`config.mk`:
```
export PLATFORM = sky130hd
export DESIGN_NAME = hwpe_sel_ctrl
export DESIGN_NICKNAME = d
export VERILOG_FILES = /design/src/rtl/hwpe_sel_ctrl.sv
export SDC_FILE = /design/constraint.sdc
export NUM_CORES = 1
export LEC_CHECK = 0
export CORE_MARGIN = 3
export CORE_UTILIZATION = 43
export CTS_CLUSTER_SIZE = 25
export DETAILED_ROUTE_END_ITERATION = 8
export PLACE_DENSITY = 0.88
export SLEW_MARGIN = 20
export SYNTH_ARGS = -nofsm -noshare
export SYNTH_HDL_FRONTEND = slang
export SYNTH_SLANG_ARGS = --single-unit
```
`constraint.sdc`:
```
create_clock -name clk -period 3 [get_ports clk]
set_input_delay 0.3 -clock clk [delete_from_list [all_inputs] [get_ports clk]]
set_output_delay 0.3 -clock clk [all_outputs]
set_load 0.01 [all_outputs]
```
`src/rtl/hwpe_sel_ctrl.sv`:
```
// hwpe_sel_ctrl: register-mapped HWPE select/enable controller with a
// drain-then-gate switchover. Optional macro: HWPE_SEL_CTRL_BUSY_TIMEOUT_EN.
// Ports: clk, rst_n; periph bus req_i/add_i/wen_i/be_i/wdata_i/id_i ->
// gnt_o, r_rdata_o/r_valid_o/r_id_o; busy_i in; hwpe_en_o/hwpe_sel_o out.
module hwpe_sel_ctrl #(
  parameter int ID_WIDTH      = 8,
  parameter int MAX_NUM_HWPES = 4,
  parameter int GUARD_CYCLES  = 4,
  localparam int SW = (MAX_NUM_HWPES > 1) ?
                      $clog2(MAX_NUM_HWPES) : 1,
  localparam int CW = (GUARD_CYCLES > 1) ?
                      $clog2(GUARD_CYCLES) : 1
) (
  input  logic                clk,
  input  logic                rst_n,
  input  logic                req_i,
  input  logic [31:0]         add_i,
  input  logic                wen_i,
  input  logic [3:0]          be_i,
  input  logic [31:0]         wdata_i,
  input  logic [ID_WIDTH-1:0] id_i,
  output logic                gnt_o,
  output logic [31:0]         r_rdata_o,
  output logic                r_valid_o,
  output logic [ID_WIDTH-1:0] r_id_o,
  input  logic                busy_i,
  output logic                hwpe_en_o,
  output logic [SW-1:0]       hwpe_sel_o
);

  typedef enum logic [1:0] {
    RUN,
    DRAIN,
    GATE
  } state_t;

  localparam logic [CW-1:0] LOAD = CW'(GUARD_CYCLES - 1);

  state_t        state;
  logic          ctrl_en;
  logic [SW-1:0] ctrl_sel;
  logic          pend_en;
  logic [SW-1:0] pend_sel;
  logic [CW-1:0] cnt;
  logic [15:0]   sw_cnt;

  logic          is_ctrl;
  logic          is_stat;
  logic          is_cnt;
  logic          is_none;
  logic          wr_ctrl;
  logic          ctrl_wr;
  logic          new_en;
  logic [SW-1:0] new_sel;
  logic [31:0]   rdata;
  logic          wd_exp;
  logic          to_flag;
  logic          unused_ok;

  assign unused_ok = ^{add_i, be_i, wdata_i};

  assign is_ctrl = (add_i[3:2] == 2'd0);
  assign is_stat = (add_i[3:2] == 2'd1);
  assign is_cnt  = (add_i[3:2] == 2'd2);
  assign is_none = (add_i[3:2] == 2'd3);

  assign wr_ctrl = req_i && !wen_i && is_ctrl;
  assign gnt_o   = req_i && !(wr_ctrl && state != RUN);
  assign ctrl_wr = gnt_o && wr_ctrl;

  // Byte-lane merge against the stored CTRL value.
  assign new_en  = be_i[0] ? wdata_i[0] : ctrl_en;
  assign new_sel = be_i[1] ? wdata_i[8+:SW] : ctrl_sel;

`ifdef HWPE_SEL_CTRL_BUSY_TIMEOUT_EN
  logic [15:0] wd_cnt;

  assign wd_exp = (state == DRAIN) && busy_i &&
                  (wd_cnt == 16'hFFFF);

  always_ff @(posedge clk or negedge rst_n) begin
    if (!rst_n) begin
      wd_cnt  <= '0;
      to_flag <= 1'b0;
    end else begin
      if (state == DRAIN && !wd_exp) begin
        wd_cnt <= wd_cnt + 16'd1;
      end else begin
        wd_cnt <= '0;
      end
      if (wd_exp) begin
        to_flag <= 1'b1;
      end else if (ctrl_wr) begin
        to_flag <= 1'b0;
      end
    end
  end
`else
  assign wd_exp  = 1'b0;
  assign to_flag = 1'b0;
`endif

  always_ff @(posedge clk or negedge rst_n) begin
    if (!rst_n) begin
      state      <= RUN;
      ctrl_en    <= 1'b0;
      ctrl_sel   <= '0;
      pend_en    <= 1'b0;
      pend_sel   <= '0;
      cnt        <= '0;
      sw_cnt     <= '0;
      hwpe_en_o  <= 1'b0;
      hwpe_sel_o <= '0;
    end else begin
      if (ctrl_wr) begin
        ctrl_en  <= new_en;
        ctrl_sel <= new_sel;
      end
      unique case (state)
        RUN: begin
          if (ctrl_wr) begin
            if (new_sel == hwpe_sel_o) begin
              hwpe_en_o <= new_en;
            end else begin
              pend_sel <= new_sel;
              pend_en  <= new_en;
              if (busy_i) begin
                state <= DRAIN;
              end else begin
                state     <= GATE;
                cnt       <= LOAD;
                hwpe_en_o <= 1'b0;
              end
            end
          end
        end
        DRAIN: begin
          if (!busy_i || wd_exp) begin
            state     <= GATE;
            cnt       <= LOAD;
            hwpe_en_o <= 1'b0;
          end
        end
        GATE: begin
          if (cnt == '0) begin
            hwpe_sel_o <= pend_sel;
            hwpe_en_o  <= pend_en;
            sw_cnt     <= sw_cnt + 16'd1;
            state      <= RUN;
          end else begin
            cnt <= cnt - CW'(1);
          end
        end
        default: state <= RUN;
      endcase
    end
  end

  always_comb begin
    rdata = '0;
    unique case (1'b1)
      is_ctrl: begin
        rdata[0]     = ctrl_en;
        rdata[8+:SW] = ctrl_sel;
      end
      is_stat: begin
        rdata[0]      = busy_i;
        rdata[1]      = (state != RUN);
        rdata[2]      = to_flag;
        rdata[8+:SW]  = hwpe_sel_o;
        rdata[16+:SW] = pend_sel;
      end
      is_cnt:  rdata[15:0] = sw_cnt;
      is_none: rdata = '0;
      default: rdata = '0;
    endcase
  end

  always_ff @(posedge clk or negedge rst_n) begin
    if (!rst_n) begin
      r_valid_o <= 1'b0;
      r_rdata_o <= '0;
      r_id_o    <= '0;
    end else begin
      r_valid_o <= gnt_o;
      if (gnt_o) begin
        r_id_o <= id_i;
      end
      r_rdata_o <= (gnt_o && wen_i) ? rdata : '0;
    end
  end

endmodule

```
# ---- Yosys cells after proc, flatten, opt, wreduce, memory -nomap -nowiden
# Index checks and enable logic that the tools add are counted.
dict set report classes {
  n_addsub 2
  n_eq_ne 10
  n_bitwise 1
  n_reduce_logical 18
  mux 25
}
# cell n
set ops {}
lappend ops {{$mux 2} 11}
lappend ops {{$mux 18} 1}
lappend ops {{$pmux 2 s3} 3}
lappend ops {{$add 16x1->16 const B} 1}
lappend ops {{$ne 2x2->1 const B} 5}
lappend ops {{$reduce_and 4->1} 2}
lappend ops {{$logic_and 1x1->1} 6}
lappend ops {{$logic_not 2->1} 3}
lappend ops {{$mux 6} 1}
lappend ops {{$pmux 1 s3} 2}
lappend ops {{$reduce_and 3->1} 2}
lappend ops {{$mux 1} 5}
lappend ops {{$mux 5} 1}
lappend ops {{$eq 2x1->1 const B} 2}
lappend ops {{$eq 2x2->1 const B} 2}
lappend ops {{$pmux 2 s2} 1}
lappend ops {{$reduce_bool 3->1} 1}
lappend ops {{$eq 2x2->1} 1}
lappend ops {{$logic_not 1->1} 2}
lappend ops {{$reduce_and 2->1} 1}
lappend ops {{$reduce_bool 2->1} 1}
lappend ops {{$sub 2x1->2 const B} 1}
lappend ops {{$not 1->1} 1}
dict set report word_totals {
  register_bits 56
}

# ---- Depth between registers and ports, before layout
# Gate-level depths: netlist (run 1).
dict set report depth {
  word_depth 9
  ltp_mapped 8
}

# ---- Worst setup path before layout (run 1)
# No wires, ideal clock.
dict set report synth_path {
  kind {register -> register}
  startpoint {register state[0]}
  endpoint {register cnt[0]}
  path_stages_with_launch 8
  slack_ns 1.006
  arrival_ns 1.867
  path_cell_list {dfrtp_1 -> inv_1 -> ha_1 -> inv_1 -> nor2_2 -> o21ai_2 -> a2111oi_4 -> mux2_1}
}
dict set report synth_via {
  elab_chain_len 7
  word_cells_on_any_way 14
}
# element line
set synth_lines {}
lappend synth_lines {{from (decl)} 39} ;# state_t state;
lappend synth_lines {{from (signal assigned)} 105} ;# state <= RUN;
lappend synth_lines {{from (signal assigned)} 128} ;# state <= DRAIN;
lappend synth_lines {{from (signal assigned)} 130} ;# state <= GATE;
lappend synth_lines {{$reduce_bool 2->1} 68} ;# assign gnt_o = req_i && !(wr_ctrl && state != RUN);
lappend synth_lines {{$logic_and 1x1->1} 68}
lappend synth_lines {{$logic_not 1->1} 68}
lappend synth_lines {{$logic_and 1x1->1} 68}
lappend synth_lines {{$logic_and 1x1->1} 69} ;# assign ctrl_wr = gnt_o && wr_ctrl;
lappend synth_lines {{$ne 2x2->1 (no source line)} -}
lappend synth_lines {{$reduce_and 4->1 (no source line)} -}
lappend synth_lines {{to (signal assigned)} 151} ;# cnt <= cnt - CW'(1);
lappend synth_lines {{to (decl)} 44} ;# logic [CW-1:0] cnt;
# Several ways; a longest one is shown, not always the timed one.
# A chain may end at the register's enable or synchronous reset.

# ---- Final worst setup path (run 1)
dict set report layout_path {
  startpoint {input port add_i[2]}
  endpoint {output port gnt_o}
}
dict set report layout_via {
  elab_chain_len 5
}
# element line
set layout_lines {}
lappend layout_lines {{from (decl)} 17} ;# input logic [31:0] add_i,
lappend layout_lines {{$logic_not 2->1} 62} ;# assign is_ctrl = (add_i[3:2] == 2'd0);
lappend layout_lines {{$logic_and 1x1->1} 67} ;# assign wr_ctrl = req_i && !wen_i && is_ctrl;
lappend layout_lines {{$logic_and 1x1->1} 68}
lappend layout_lines {{$logic_not 1->1} 68}
lappend layout_lines {{$logic_and 1x1->1} 68}
lappend layout_lines {{to (decl)} 22} ;# output logic gnt_o,
# Every way passes these cells.

==> impl_metrics.yaml, run 1 <==
drt:
  drt_first_pass_iters: 4
  drc_errors: 0
  detailroute.wirelength.met2_um: 2350
  routed_wire_length_um: 4770
  met3_length_um: 251
  route.vias.total: 1745
  initialDrtViolationCount: 145
  dr.max_layer_used: "met4"
  detail_route.wl_per_cell_um: 13.2
  drt-vias-per-instance: 4.85
  final_antenna_net_count: 0
  m1WireLength_um: 2060
place:
  port-buffer-count: 50
  detailed_placement_hpwl_um: 3660
  detailed_place.area_sq_um: 3080
  placed_cells: 351
  gp_congestion: 0.853
worst_setup_path:
  critPathMostFrequentCell: "sky130_fd_sc_hd__clkdlybuf4s50_1"
  ff2ff_path_depth: 7
  worstSetupPathType: "input pin to output pin"
  maximum_net_fanout_on_the_critical_path: 10
  crit-reg2reg-capture: "cnt[1]$_DFFE_PN0P_"
  reg_to_reg_start: "state[1]$_DFFE_PN0P_"
  cp_cell_sequence: "clkdlybuf4s50_1, inv_1, ha_1, nand2b_1, o21ai_1, clkinv_1, clkdlybuf4s50_1"
  critPathRequiredTime_ns: 2.70
  worst_ep_arrival_time_ns: 2.15
  setup.reg_to_reg.worst_slack_ns: 0.71
  setup.worst_path.end_class: "output pin"
  crit_slowest_cell: "sky130_fd_sc_hd__clkdlybuf4s50_1"
  setup.worst_path.start_class: "input pin"
  crit_path_max_incr_delay_ns: 0.56
synthesis:
  synthesis.instances: 230
  synthDistinctLibCells: 38
  synth.yosys.warnings: 0
  syn_avg_cell_area_sq_um: 11.1
  yosys_register_bits: 56
  top_cells_by_area_in_the_synthesized_netlist: "sky130_fd_sc_hd__dfrtp_1, sky130_fd_sc_hd__nand2_1, sky130_fd_sc_hd__ha_1"
  synth-seq-area-share_pct: 55.1
  syn_area_sq_um: 2540
  synthDominantAreaCellType: "sky130_fd_sc_hd__dfrtp_1"
  synth_top_area_share_pct: 55.1
timing:
  grt_setup_unrepaired: "false"
  final.setup.tns_ns: 0
  clock_skew_ns: 0.00692
  report.final.setup_viol: 0
  fmax_ghz: 0.408
  final-hold-violation-count: 0
  timing.final.crit_period_ns: 2.45
  final.period_utilization_pct: 81.7
  timing.final.max_slew_violations: 0
floorplan:
  io_pins: 126
  die_height_um: 82.9
  placement_rows: 27
  core_region_area_sq_um: 5610
  die-area_sq_um: 6870
  effective_utilization_at_floorplan_pct: 45.4
  die-width_um: 82.9
finish:
  finalNonFillerCells: 360
  mostFrequentLayoutCells: "sky130_fd_sc_hd__dfrtp_1, sky130_fd_sc_hd__clkdlybuf4s50_1, sky130_fd_sc_hd__nand2_1, sky130_fd_sc_hd__conb_1, sky130_fd_sc_hd__nor2_1"
  nFillCells: 484
  final_layout_size_suffix_gt1_share_pct: 6.94
  n_antenna_cell: 0
  final_common_cell: "sky130_fd_sc_hd__dfrtp_1"
  num-nets-final: 378
  seqCellArea_sq_um: 1400
  synthToLayoutAreaGrowth_pct: 25.0
  postLayoutCellArea_sq_um: 3180
  multi_input_area_sq_um: 1040
global_route:
  grt_pass1_vias: 1781
  overflow: 0
  grt_start_max_net_pins: 39
  grt_pass1_wl_um: 8250
  number_of_antenna_violations_at_the_first_check_in_global_routing: 0
  track_usage_pct: 14.7
job:
  max-cap-violations: 0
power:
  total_power_divided_by_cell_area_nw_per_um2: 563
  vdd_ir_drop_max_mv: 0.305
  leakage_nw: 1.51
worst_hold_path:
  min_path_type: "input pin to async pin"
clocking:
  clk_pin_slew_worst_paths_ns: 0.10
  clock-sinks: 56
  clock_tree.root_cell: "sky130_fd_sc_hd__clkbuf_8"
  tritoncts: "done"
  worst_skew_pair.late_latency_ns: 0.31
  cts_made_buffers: 5
  number_of_h_tree_branching_levels: 2
  cts-root-to-sink-buffers: 2
  cts_setup_buffers: 0
outcome:
  status: "completed"
-- synth_stat cells (all sizes together) --
cell type and instances:
inv 9, buf 15, nor2b 1, o41ai 1
a22o 2, dfrtp 56, nand4 3, and3 4
nand3 4, mux2 8, a221oi 1, a211o 2
a2111oi 1, clkbuf 1, conb 1, clkinv 1
nand2 43, o31ai 1, and2 12, o21ai 5
mux2i 3, a22oi 2, a21oi 1, and4 3
a21o 1, nor3 2, nand2b 1, xnor2 11
ha 10, nor2 14, nand3b 2, a222oi 3
xor2 6
-- logic make-up (layout without fill, tap and decap cells) --
family | after synthesis | count (layout) | synth area share [%]
other cells | 1 | 14 | 0.147
mux | 11 | 11 | 4.72
fa+ha+maj | 10 | 10 | 4.92
xor+xnor | 17 | 17 | 5.85
compound gates | 20 | 20 | 6.84
simple gates | 89 | 89 | 16.5
buf+inv | 26 | 71 | 5.95
flops | 56 | 56 | 55.1
-- metal layers --
| metal | up-vias | track usage [%] |
|---|---|---|
| met5 | - | 0 |
| met4 | 0 | 5.35 |
| met2 | 56 | 25.0 |
| met3 | 6 | 2.98 |
| li1 | 850 | - |
| met1 | 833 | 18.6 |
-- where the power goes --
part | switching [mW] | total [mW] | internal, mW
sequential | 0.0766 | 0.920 | 0.843
combinational | 0.237 | 0.465 | 0.228
clock | 0.241 | 0.407 | 0.166
total | 0.554 | 1.79 | 1.24
-- state kept, by name, summed over array words and instances (netlist names), 2 cells and up --
register and flops:
pend_sel 2, hwpe_sel_o 2, r_rdata_o 18, state 2, sw_cnt 16, cnt 2
ctrl_sel 2, r_id_o 8
-- area by class of cell --
| type | instances | share of cell area, % |
|---|---|---|
| sequential | 56 | 44.1 |
| tap | 72 | 2.83 |
| clock inverter | 3 | 0.669 |
| timing repair buffer | 53 | 16.4 |
| inverter | 10 | 1.18 |
| multi-input combinational | 161 | 32.7 |
| clock buffer | 5 | 2.16 |
-- worst max-delay path by stage --
stage	startpoint	endpoint	slack [ns]
2_1_floorplan	state[0]$_DFFE_PN0P_	cnt[0]$_DFFE_PN0P_	1.01
3_3_place_gp	add_i[2]	cnt[1]$_DFFE_PN0P_	0.49
3_5_place_dp	add_i[2]	cnt[1]$_DFFE_PN0P_	0.46
4_1_cts	add_i[2]	gnt_o	0.53
5_1_grt	add_i[2]	gnt_o	0.37
6_report	add_i[2]	gnt_o	0.55
-- per-stage QoR --
stage | utilization, % | hold slack (ns) | power, mW | setup slack (ns)
finish | 56.7 | 0.435 | 1.79 | 0.549
global route | 56.7 | 0.492 | 1.91 | 0.373
CTS | 56.7 | 0.444 | 1.81 | 0.527
detailed placement | 54.9 | 0.250 | 1.40 | 0.456
global placement | 54.9 | 0.239 | 1.38 | 0.485
floorplan | - | 0.00441 | 1.23 | 1.01
-- worst max-delay path, delay by kind of cell --
family	cells	cell delay, ns
AOI/OAI and AO/OA	1	0.16
adders and majority gates	1	0.24
and+or+nand+nor	1	0.08
buffers and inverters	4	1.38
-- repair_timing --
| action | CTS | global route |
|---|---|---|
| resized for setup | 0 | 0 |
| setup endpoints to repair | 0 | 0 |
| hold endpoints to repair | 18 | 0 |
| hold buffers | 1 | 0 |
(Power assumes the default switching activity.)
==> run 2, diff against run 1 <==
Settings changed: CORE_UTILIZATION 43 to 36, PLACE_DENSITY 0.88 to 0.79.
Clock period 3 ns to 2 ns, I/O delays scaled along.
==> run 2 against run 1 <==
Cell area grew 5.4%. Power increased by 55%. Combinational power grew 70%. Non-clock buffer count grew 17. Via count increased by 3.6%.
==> impl_metrics.yaml, run 2 (same netlist as run 1, synthesis figures left out) <==
outcome:
  status: "completed"
drt:
  detail_route.wl_per_cell_um: 12.4
  final_antenna_net_count: 0
  route.vias.total: 1808
  routed_wire_length_um: 4960
  drt_first_pass_iters: 4
  drt-vias-per-instance: 4.51
  initialDrtViolationCount: 56
  drc_errors: 0
floorplan:
  die-width_um: 90.1
  die-area_sq_um: 8110
  core_region_area_sq_um: 6830
  effective_utilization_at_floorplan_pct: 37.2
  placement_rows: 30
  io_pins: 126
  die_height_um: 90.1
finish:
  n_antenna_cell: 0
  final_layout_size_suffix_gt1_share_pct: 13.8
  num-nets-final: 395
  biggest_register: "r_rdata_o"
  final_common_cell: "sky130_fd_sc_hd__dfrtp_1"
  number_of_flip_flops_in_the_largest_register: 18
  nFillCells: 645
  finalNonFillerCells: 401
  mostFrequentLayoutCells: "sky130_fd_sc_hd__dfrtp_1, sky130_fd_sc_hd__clkdlybuf4s50_1, sky130_fd_sc_hd__nand2_1, sky130_fd_sc_hd__buf_4, sky130_fd_sc_hd__conb_1"
  largest_registers: "r_rdata_o: 18 flops, sw_cnt: 16 flops, r_id_o: 8 flops"
  postLayoutCellArea_sq_um: 3350
  synthToLayoutAreaGrowth_pct: 31.7
timing:
  relSlewSlack_pct: 63.0
  fin_ws_ns: 0.120
  fin_worst_hold_slack_ns: 0.401
  final.period_utilization_pct: 94.0
  final-hold-violation-count: 0
  report.final.setup_viol: 0
  grt_setup_unrepaired: "false"
  fmax_ghz: 0.532
  tightest_slew_ns: 0.555
  timing.final.crit_period_ns: 1.88
  clock_skew_ns: 0.0102
  timing.final.max_slew_violations: 0
global_route:
  grt_pass1_vias: 1802
  grt_start_max_net_pins: 28
  grt_pass1_wl_um: 8500
  number_of_antenna_violations_at_the_first_check_in_global_routing: 0
  overflow: 0
  track_usage_pct: 12.7
clocking:
  cts_made_buffers: 5
  number_of_h_tree_branching_levels: 2
  tritoncts: "done"
  clk_pin_slew_worst_paths_ns: 0.10
  worst_skew_pair.late_latency_ns: 0.30
  clock-sinks: 56
  clock_tree.root_cell: "sky130_fd_sc_hd__clkbuf_8"
  cts-root-to-sink-buffers: 2
worst_setup_path:
  maximum_net_fanout_on_the_critical_path: 3
  worstSetupPathType: "input pin to register"
  setup.worst_path.start_class: "input pin"
  worst_ep_arrival_time_ns: 2.07
  setup.worst_path.end_class: "register"
  critPathRequiredTime_ns: 2.19
power:
  total_power_divided_by_cell_area_nw_per_um2: 829
  post-layout-total-power_mw: 2.78
  vdd_ir_drop_max_mv: 0.311
  leakage_nw: 1.61
place:
  detailed_placement_hpwl_um: 3910
  port-buffer-count: 50
  placed_cells: 391
  detailed_place.area_sq_um: 3230
  dp_worst_setup_slack_ns: -0.248
  gp_congestion: 0.842
job:
  max-cap-violations: 0
worst_hold_path:
  min_path_type: "input pin to async pin"
[run 2: path summary, 6_finish.rpt]
| check | from | end | slack, ns | cells after the start |
|---|---|---|---|---|
| worst max-delay path | be_i[1] | cnt[1]$_DFFE_PN0P_ | 0.12 | 6 |
| worst min-delay path | rst_n | sw_cnt[15]$_DFFE_PN0P_ | 0.40 | 2 |
| worst max register to register | state[1]$_DFFE_PN0P_ | cnt[1]$_DFFE_PN0P_ | 0.16 | 7 |
| worst min register to register | sw_cnt[15]$_DFFE_PN0P_ | sw_cnt[15]$_DFFE_PN0P_ | 0.47 | 1 |
| max in group asynchronous | rst_n | r_id_o[4]$_DFFE_PN0P_ | 0.95 | 3 |
| min in group clk | id_i[2] | r_id_o[2]$_DFFE_PN0P_ | 0.43 | 3 |
[run 2: per-layer routing]
| layer | part of all wire, % | vias to the layer above | wire length, um | track usage, % |
|---|---|---|---|---|
| met4 | 0.91 | 0 | 45 | 4.85 |
| met2 | 49 | 58 | 2430 | 20.4 |
| met3 | 5.5 | 4 | 274 | 3.01 |
| met5 | 0 | - | 0 | 0 |
| met1 | 45 | 862 | 2210 | 16.7 |
| li1 | - | 884 | - | - |
[run 2: what timing repair did]
item,CTS,global route
gates resized for setup,1,6
buffers inserted,1,0
hold endpoints to repair,25,0
setup endpoints to repair,1,5
hold buffers,1,0
pin swaps,0,1
[run 2: area by class of cell]
class	count	area (sq um)	area share (%)
Sequential cell	56	1400	41.8
Clock buffer	5	68.8	2.05
Inverter	10	37.5	1.12
Timing Repair Buffer	70	648	19.3
Tap cell	96	120	3.58
Multi-Input combinational cell	161	1050	31.4
Clock inverter	3	22.5	0.672
[run 2: power by group]
part / leakage, nW / switching, mW / internal (mW)
clock: 0.0485 / 0.361 / 0.252
combinational: 0.813 / 0.389 / 0.402
sequential: 0.744 / 0.111 / 1.26
[run 2: worst max-delay path: stages]
cell	delay, ns
sky130_fd_sc_hd__clkdlybuf4s50_1	0.56
sky130_fd_sc_hd__mux2i_1	0.28
sky130_fd_sc_hd__xnor2_1	0.18
sky130_fd_sc_hd__o21ai_2	0.12
sky130_fd_sc_hd__a2111oi_4	0.38
sky130_fd_sc_hd__mux2_1	0.36
[run 2: through the flow]
step / util (%) / setup TNS [ns]
6_report: 49.0 / 0
5_1_grt: 49.0 / 0
4_1_cts: 48.8 / 0
3_5_place_dp: 47.3 / -0.767
3_3_place_gp: 47.3 / -0.460
2_1_floorplan: - / 0
==> run 3, diff against run 2 <==
Settings changed: ABC_AREA set to 1, CORE_UTILIZATION 36 to 37.
Clock period 2 ns to 1.5 ns, I/O delays scaled along.
==> run 3 against run 2 <==
The run now ends with negative setup slack left. Global-route usage rose by 1.9 points. Power increased by 72%. Utilization up 6.4 points. Hold slack lost 0.049 ns. Sequential power grew 41%. First-iteration DRC count up 120%. Wire length increased by 22%. Combinational power grew to 2.5 times the previous value. Clock power grew 36%. Clock skew up 0.00067 ns. Critical path depth increased by 3. Largest cell class unchanged. Largest power group is now combinational logic.
==> impl_metrics.yaml, run 3 <==
worst_setup_path:
  worstSetupPathType: "register to register"
  critPathLaunch: "state[1]$_DFFE_PN0P_"
  worst_ep_arrival_time_ns: 1.77
  maximum_net_fanout_on_the_critical_path: 3
  setup.worst_path.start_class: "register"
  ff2ff_path_depth: 9
  reg_to_reg_start: "state[1]$_DFFE_PN0P_"
  crit_slowest_cell: "sky130_fd_sc_hd__dfrtp_1"
  setup.worst_path.end_class: "register"
  critPathRequiredTime_ns: 1.71
  setup.reg_to_reg.worst_slack_ns: -0.06
  crit_path_max_incr_delay_ns: 0.42
  cp_cell_sequence: "inv_2, ha_4, buf_6, nand4_4, nand2_2, nor3b_4, nand2_1, nand2_1, nand2_1"
  crit-reg2reg-capture: "cnt[1]$_DFFE_PN0P_"
  critPathMostFrequentCell: "sky130_fd_sc_hd__nand2_1"
synthesis:
  postSynth.asyncResetShare_pct: 100
  synth_top_area_share_pct: 51.7
  synthDominantAreaCellType: "sky130_fd_sc_hd__dfrtp_1"
  synthesis.instances: 314
  ys_dominant_reg_cell: "sky130_fd_sc_hd__dfrtp_1"
  synth-edff-count: 0
  synth-seq-area-share_pct: 51.7
  yosys_register_bits: 56
  syn_area_sq_um: 2710
  synthDistinctLibCells: 27
  top_cells_by_area_in_the_synthesized_netlist: "sky130_fd_sc_hd__dfrtp_1, sky130_fd_sc_hd__nand2_1, sky130_fd_sc_hd__inv_1"
  synth.yosys.warnings: 0
  yosysMostFrequentCell: "sky130_fd_sc_hd__nand2_1"
  commonest_cells_post_synth: "sky130_fd_sc_hd__nand2_1, sky130_fd_sc_hd__dfrtp_1, sky130_fd_sc_hd__inv_1"
  syn_avg_cell_area_sq_um: 8.63
finish:
  largest_registers: "r_rdata_o: 18 flops, sw_cnt: 16 flops, r_id_o: 8 flops"
  mostFrequentLayoutCells: "sky130_fd_sc_hd__nand2_1, sky130_fd_sc_hd__dfrtp_1, sky130_fd_sc_hd__clkdlybuf4s50_1, sky130_fd_sc_hd__inv_1, sky130_fd_sc_hd__buf_4"
  number_of_flip_flops_in_the_largest_register: 18
  n_antenna_cell: 0
  final_layout_size_suffix_gt1_share_pct: 19.7
  postLayoutCellArea_sq_um: 3850
  layout.core_utilization_pct: 55.4
  final_common_cell: "sky130_fd_sc_hd__nand2_1"
  biggest_register: "r_rdata_o"
  num-nets-final: 506
  synthToLayoutAreaGrowth_pct: 41.9
timing:
  fmax_ghz: 0.640
  grt_setup_unrepaired: "true"
  clock_skew_ns: 0.0108
  final-hold-violation-count: 0
  timing.final.crit_period_ns: 1.56
  report.final.setup_viol: 8
  tightest_slew_ns: 0.530
  fin_ws_ns: -0.0621
  final.period_utilization_pct: 104
  timing.final.max_slew_violations: 0
  final.setup.tns_ns: -0.242
  relSlewSlack_pct: 64.4
clocking:
  number_of_h_tree_branching_levels: 2
  clock_tree.root_cell: "sky130_fd_sc_hd__clkbuf_8"
  worst_skew_pair.late_latency_ns: 0.32
  tritoncts: "done"
  cts-root-to-sink-buffers: 2
  clock-sinks: 56
  clk_pin_slew_worst_paths_ns: 0.11
  cts_made_buffers: 5
global_route:
  grt_pass1_vias: 2156
  number_of_antenna_violations_at_the_first_check_in_global_routing: 0
  overflow: 0
  grt_pass1_wl_um: 9740
  grt_start_max_net_pins: 57
  track_usage_pct: 14.6
drt:
  drc_errors: 0
  detail_route.wl_per_cell_um: 11.8
  routed_wire_length_um: 6040
  drt_first_pass_iters: 4
  initialDrtViolationCount: 125
  route.vias.total: 2300
  final_antenna_net_count: 0
  drt-vias-per-instance: 4.49
place:
  port-buffer-count: 50
  detailed_place.area_sq_um: 3590
  detailed_placement_hpwl_um: 4490
  gp_congestion: 0.890
floorplan:
  effective_utilization_at_floorplan_pct: 39.0
  placement_rows: 30
  core_region_area_sq_um: 6940
  die_height_um: 91.6
  die-area_sq_um: 8390
  io_pins: 126
  die-width_um: 91.6
power:
  vdd_ir_drop_max_mv: 0.515
  total_power_divided_by_cell_area_nw_per_um2: 1240
  leakage_nw: 1.95
  post-layout-total-power_mw: 4.78
outcome:
  status: "finished with violations"
  violations_in_the_final_reports: "negative setup slack"
worst_hold_path:
  min_path_type: "input pin to async pin"
job:
  max-cap-violations: 0
[run 3: cell types whose count changed in the layout (fill, tap and decap cells not counted), moves of 5 or more]
cell and change:
sky130_fd_sc_hd__a21oi_1 +5, sky130_fd_sc_hd__and2_1 -11, sky130_fd_sc_hd__buf_4 +22, sky130_fd_sc_hd__inv_1 +35
sky130_fd_sc_hd__mux2_2 -6, sky130_fd_sc_hd__nand2_1 +49, sky130_fd_sc_hd__nand3_1 +12, sky130_fd_sc_hd__nor2_1 +5
sky130_fd_sc_hd__nor3_1 +5, sky130_fd_sc_hd__xnor2_1 -10
[run 3: worst max-delay path by stage]
stage,end,slack (ns),cells past startpoint
floorplan,sw_cnt[14]$_DFFE_PN0P_,-0.03,11
global placement,gnt_o,-0.34,7
detailed placement,gnt_o,-0.40,7
CTS,sw_cnt[14]$_DFFE_PN0P_,-0.06,12
global route,cnt[1]$_DFFE_PN0P_,-0.15,8
finish,cnt[1]$_DFFE_PN0P_,-0.06,9
[run 3: cells by family after synthesis]
group / share of synthesized area (%)
AOI/OAI and AO/OA: 4.15
xor gates and xnor gates: 3.55
and+or+nand+nor: 25.2
other: 0.138
buffers and inverters: 10.7
DFF: 51.7
adders and majority gates: 4.61
[run 3: worst max-delay path: cells and delay by family, from the launching register on]
| kind | cells | cell delay (ns) |
|---|---|---|
| DFF | 1 | 0.42 |
| buffers and inverters | 2 | 0.21 |
| and+or+nand+nor | 6 | 0.66 |
| adders and majority gates | 1 | 0.16 |
[run 3: area by class of cell]
type	count	area, sq um
fillers	580	3100
flip-flops and latches	56	1400
multi-input cells	208	1170
repair buffers	96	880
inverters	48	184
well taps	96	120
clock buffers	5	68.8
clock inverters	3	22.5
[run 3: repair_timing]
item / 4_1_cts / 5_1_grt
hold endpoints to repair: 56 / 0
pin swaps: 11 / 9
setup buffers: 4 / 4
gates cloned: 0 / 0
endpoints found under the setup margin: 12 / 19
hold buffers: 1 / 0
resized for setup: 23 / 7
[run 3: layer usage]
| metal | up-vias | global-route usage (%) | wire [um] |
|---|---|---|---|
| met4 | 0 | 6.03 | 136 |
| met1 | 1072 | 18.0 | 2500 |
| met5 | - | 0 | 0 |
| li1 | 1140 | - | - |
| met3 | 13 | 2.82 | 400 |
| met2 | 75 | 24.8 | 3000 |
[run 3: per-stage QoR]
stage | setup slack, ns | hold slack (ns) | cells
floorplan | -0.0300 | -0.146 | 327
global placement | -0.341 | 0.169 | 495
detailed placement | -0.396 | 0.171 | 495
CTS | -0.0589 | 0.365 | 508
global route | -0.147 | 0.376 | 512
finish | -0.0621 | 0.352 | 512
[run 3: power breakdown]
group	total, mW	leakage, nW	switching, mW	internal (mW)
sequential	1.94	0.733	0.174	1.77
clock	0.836	0.0485	0.500	0.336
combinational	2.01	1.17	1.01	0.994
